File: config.mk
export PLATFORM = sky130hd
export DESIGN_NAME = seq_pattern_detector
export DESIGN_NICKNAME = d
export VERILOG_FILES = /design/src/rtl/seq_det_pkg.sv /design/src/rtl/seq_pattern_detector_sat_counter.sv /design/src/rtl/seq_pattern_detector.sv
export SDC_FILE = /design/constraint.sdc
export NUM_CORES = 1
export LEC_CHECK = 0
export BUFFER_PORTS_ARGS = -buffer_cell sky130_fd_sc_hd__buf_2
export CAP_MARGIN = 20
export CORE_ASPECT_RATIO = 1.1
export CORE_UTILIZATION = 50
export DETAILED_ROUTE_END_ITERATION = 10
export PLACE_DENSITY = 0.73
export SLEW_MARGIN = 20
export SYNTH_ARGS = -nofsm -noshare
export SYNTH_HDL_FRONTEND = slang
export SYNTH_SLANG_ARGS = --single-unit
File: constraint.sdc
create_clock -name CLK -period 2.7 [get_ports CLK]
set_input_delay 0.54 -clock CLK [delete_from_list [all_inputs] [get_ports CLK]]
set_output_delay 0.54 -clock CLK [all_outputs]
set_load 0.02 [all_outputs]
File: src/rtl/seq_det_pkg.sv
// Shared definitions for the serial pattern detector.
// FSM state encoding and the legacy default pattern.
package seq_det_pkg;

    typedef enum logic {
        S_FILL  = 1'b0,
        S_ARMED = 1'b1
    } state_t;

    localparam logic [2:0] PAT_LEGACY = 3'b111;

endpackage

File: src/rtl/seq_pattern_detector_sat_counter.sv
// Saturating up-counter with synchronous clear.
// SAT is registered alongside CNT so it tracks the all-ones value.
module sat_counter
    import seq_det_pkg::*;
#(
    parameter int W = 8
) (
    input  logic         CLK,
    input  logic         RST,
    input  logic         CLR,
    input  logic         INC,
    output logic [W-1:0] CNT,
    output logic         SAT
);

    logic [W-1:0] cnt_n;

    always_comb begin
        cnt_n = CNT;
        if (CLR) begin
            cnt_n = '0;
        end else if (INC && (CNT != {W{1'b1}})) begin
            cnt_n = CNT + 1'b1;
        end
    end

    always_ff @(posedge CLK) begin
        if (RST) begin
            CNT <= '0;
            SAT <= 1'b0;
        end else begin
            CNT <= cnt_n;
            SAT <= &cnt_n;
        end
    end

endmodule

File: src/rtl/seq_pattern_detector.sv
// Runtime-programmable serial pattern detector with enable,
// overlap/non-overlap modes and a saturating match counter.
module seq_pattern_detector
    import seq_det_pkg::*;
#(
    parameter int PAT_W = 3,
    parameter int CNT_W = 8
) (
    input  logic             CLK,
    input  logic             RST,
    input  logic             EN,
    input  logic             X,
    input  logic [PAT_W-1:0] PATTERN,
    input  logic             OVERLAP,
    input  logic             CLR_CNT,
    output logic             Y,
    output logic [CNT_W-1:0] MATCH_CNT,
    output logic             CNT_SAT
);

    localparam int FW = $clog2(PAT_W + 1);
    localparam logic [FW-1:0] FULL = FW'(PAT_W);

    logic [PAT_W-1:0] sr, sr_n, sr_nxt;
    logic [FW-1:0]    fill, fill_n, fill_nxt;
    logic             y_nxt;
    logic             hit;
    state_t           state;

    assign state = (fill == FULL) ? S_ARMED : S_FILL;

    always_comb begin
        sr_n     = {sr[PAT_W-2:0], X};
        fill_n   = (state == S_ARMED) ? FULL : fill + 1'b1;
        hit      = (fill_n == FULL) && (sr_n == PATTERN);
        sr_nxt   = sr;
        fill_nxt = fill;
        y_nxt    = Y;
        if (EN) begin
            sr_nxt   = sr_n;
            y_nxt    = hit;
            // Non-overlap mode restarts history but keeps the shifted bits
            fill_nxt = (hit && !OVERLAP) ? '0 : fill_n;
        end
    end

    always_ff @(posedge CLK) begin
        if (RST) begin
            sr   <= '0;
            fill <= '0;
            Y    <= 1'b0;
        end else begin
            sr   <= sr_nxt;
            fill <= fill_nxt;
            Y    <= y_nxt;
        end
    end

    sat_counter #(
        .W (CNT_W)
    ) u_cnt (
        .CLK (CLK),
        .RST (RST),
        .CLR (CLR_CNT),
        .INC (EN && hit),
        .CNT (MATCH_CNT),
        .SAT (CNT_SAT)
    );

endmodule

==> summary.md <==
| Metric | Value |
|---|---|
| TritonCTS Buffers | `3` |
| Met1 wire length | `about 630 microns` |
| Vias in the first global route | `560` |
| PD cells | `around 420 mW/mm^2` |
| Vias | `650` |
| Initial core utilization | `54.0%` |
| Slew Limit Fails | `0` |
| Maximum clock frequency | `0.483 GHz` |
| Die Height | `42.3 microns` |
| Syn_nets | `97` |
| Arr. time, crit path | `2260 ps` |
| WL/cell | `around 12 microns` |
| Ports | `19` |
| Synth top area share | `38.0%` |
| Via density | `5.42` |
| Post-CTS Setup Bufs | `0` |
| Synth area leader | `dfxtp_1` |
| Post-DP HPWL | `1020 microns` |
| Fin Setup TNS | `0 ps` |
| GR Util All Layers | `between 10% and 20%` |
| Max_slew headroom | `78.9%` |
| CTS Hold Bufs | `0` |
| WP data required | `2890 ps` |
| DR iter-0 viols | `9` |
| H-Tree Depth | `1` |
| CP Launch Type | `primary input` |
| Initial antenna violation count | `0` |
| Async S/R FF share, synth | `0%` |
| Total power | `353 uW` |
| CTS tree | `built` |
| CTS Sinks | `14` |
| DRT Wirelength | `1390 microns` |
| Worst Setup Path Type | `in2reg` |
| YS warnings | `0` |
| Top_reg_cell synth | `dfxtp_1` |
| Tmin final | `2070 ps` |
| Syn Area/Cell | `8.49 sq um` |
| Die width | `38.6 microns` |
| Ant diodes | `0` |
| Largest net degree at the start of global routing | `13` |
| Final instance area | `847 sq um` |
| Total grt overflow | `0` |
| Count of final hold-check violations | `0` |
| Tcrit/Tclk final | `between 70% and 80%` |
| Routed Antenna Nets | `0` |
| Register area share after synthesis | `38.0%` |
| Top cells by area, synth | `dfxtp_1 (38%), nor2_1 (6.1%), xnor2_1 (5.9%), a21oi_1 (4.7%), mux2i_1 (4.1%)` |
| First-pass GRT wire length | `about 2300 microns` |
| Hold slack | `470 ps` |
| Worst slack at placement | `about 340 ps` |
| Clock slew at reported path FFs | `80 ps` |
| WL met2 | `679 microns` |
| Post-CTS sizing | `0` |
| Placed Instance Area | `825 sq um` |
| Leak Pwr | `0.331 nW` |
| Syn Std Cell Area | `approximately 740 sq um` |
| Max clock buf depth | `2` |
| Die ar. | `0.00163 sq mm` |
| Final Setup Violations | `0` |
| Clock Skew | `roughly 6.7 ps` |
| Max Cap Viol | `0` |
| Worst-Skew Late Latency | `280 ps` |
| Synth Register Bits | `14` |
| NumNets Final | `116` |
| Synth-to-layout area growth | `14.7%` |
| # rows | `14` |
| Max FO, Critical Path | `12` |
| Gpl congestion | `just over 0.8` |
| Highest Signal Layer | `met4` |
| CTS Root Cell | `clkbuf_4` |
| Share of post-route cells with drive strength above 1 | `27.9%` |
| Core box area | `0.00137 sq mm` |
| Drt pass-1 iters | `4` |
| Post-route setup slack | `631 ps` |
| Post-synthesis instance total | `87` |
| Cell variety after synth | `31` |
| Peak VDD IR | `227 uV` |
| Slew @ Worst Pin | `314 ps` |
| RSZ-0062 raised after global routing | `false` |
| Status | `finished, final reports clean` |
| Number of flops mapped to enable cells by yosys | `0` |
| Hold crit path type | `in2reg` |
| Critical Path Sink Type | `register` |
| Port Buffers | `18` |
| DRC Markers | `0` |
| Met3 routed WL | `57 microns` |
==> final timing paths <==
path | start | end | slack (ps) | depth (start not counted)
worst min register to register | Y$_SDFFE_PP0P_ | Y$_SDFFE_PP0P_ | 470 | 2
worst max-delay path | PATTERN[2] | u_cnt.SAT$_SDFF_PP0_ | 630 | 6
worst max register to register | sr[1]$_SDFFE_PP0P_ | u_cnt.SAT$_SDFF_PP0_ | 650 | 5
worst min-delay path | RST | Y$_SDFFE_PP0P_ | 470 | 2
==> layer usage <==
layer	vias up	GRT usage (%)
li1	339	-
met1	290	24.3
met2	17	32.0
met3	4	3.19
met4	0	8.28
met5	-	0
==> worst max-delay path, cell delays in order <==
cell and delay (ps):
buf_2 100, xor2_1 130, or4_4 620, nor2_2 260, mux2_2 360, nor4_1 230
==> cells in the final DEF, fill, tap and decap left out, types with 2 or more instances in the layout <==
cell type,count
a21oi_1,7
buf_2,18
clkbuf_4,3
dfxtp_1,14
mux2i_1,3
nand2_1,6
nand2b_1,4
nand3_1,3
nand4_1,2
nor2_1,12
nor2_2,2
nor3_1,5
nor4_2,2
xnor2_1,5
xor2_1,3
==> synthesized netlist by cell type (all sizes together), types with 2 or more instances <==
| cell type | instances |
|---|---|
| nor2 | 14 |
| o21ai | 2 |
| nand2b | 4 |
| nand4 | 2 |
| a21oi | 7 |
| dfxtp | 14 |
| clkbuf | 2 |
| xor2 | 3 |
| xnor2 | 5 |
| nand3 | 3 |
| mux2i | 3 |
| nor3 | 5 |
| buf | 2 |
| nand2 | 6 |
| or2 | 2 |
| nor4 | 3 |
==> cell families (layout without fill, tap and decap cells) <==
logic type      count (synthesis)  after routing  share of synthesized area, %
compound gates                 14             14                          11.2
fa+ha+maj                       1              1                          1.69
xor+xnor                        8              8                          9.49
simple gates                   42             42                          30.8
mux                             4              4                          5.59
flops                          14             14                          38.0
buf+inv                         4             21                          3.22
==> report_power, final <==
part           switching, mW  internal, mW  total, mW  leakage (nW)
combinational         0.0114        0.0111     0.0225         0.204
clock                 0.0655        0.0517      0.117        0.0138
sequential           0.00299         0.210      0.213         0.113
total                 0.0798         0.273      0.353         0.331
==> registers in the layout, indices dropped and copies added, names as in the netlist <==
| signal | cells |
|---|---|
| fill | 2 |
| u_cnt.SAT | 1 |
| u_cnt.CNT | 8 |
| sr | 2 |
| Y | 1 |
==> final cells by class <==
cell class / count / area (sq um)
multi-input cells: 69 / 434
clock buffers: 3 / 22.5
fillers: 130 / 519
flip-flops and latches: 14 / 280
repair buffers: 18 / 90.1
well taps: 16 / 20.0
==> stage by stage <==
stage	utilization, %	instances
floorplan	-	87
global placement	60.3	117
detailed placement	60.3	117
CTS	62.0	120
global route	62.0	120
finish	62.0	120
No activity file was read; power rests on OpenSTA's default activity.
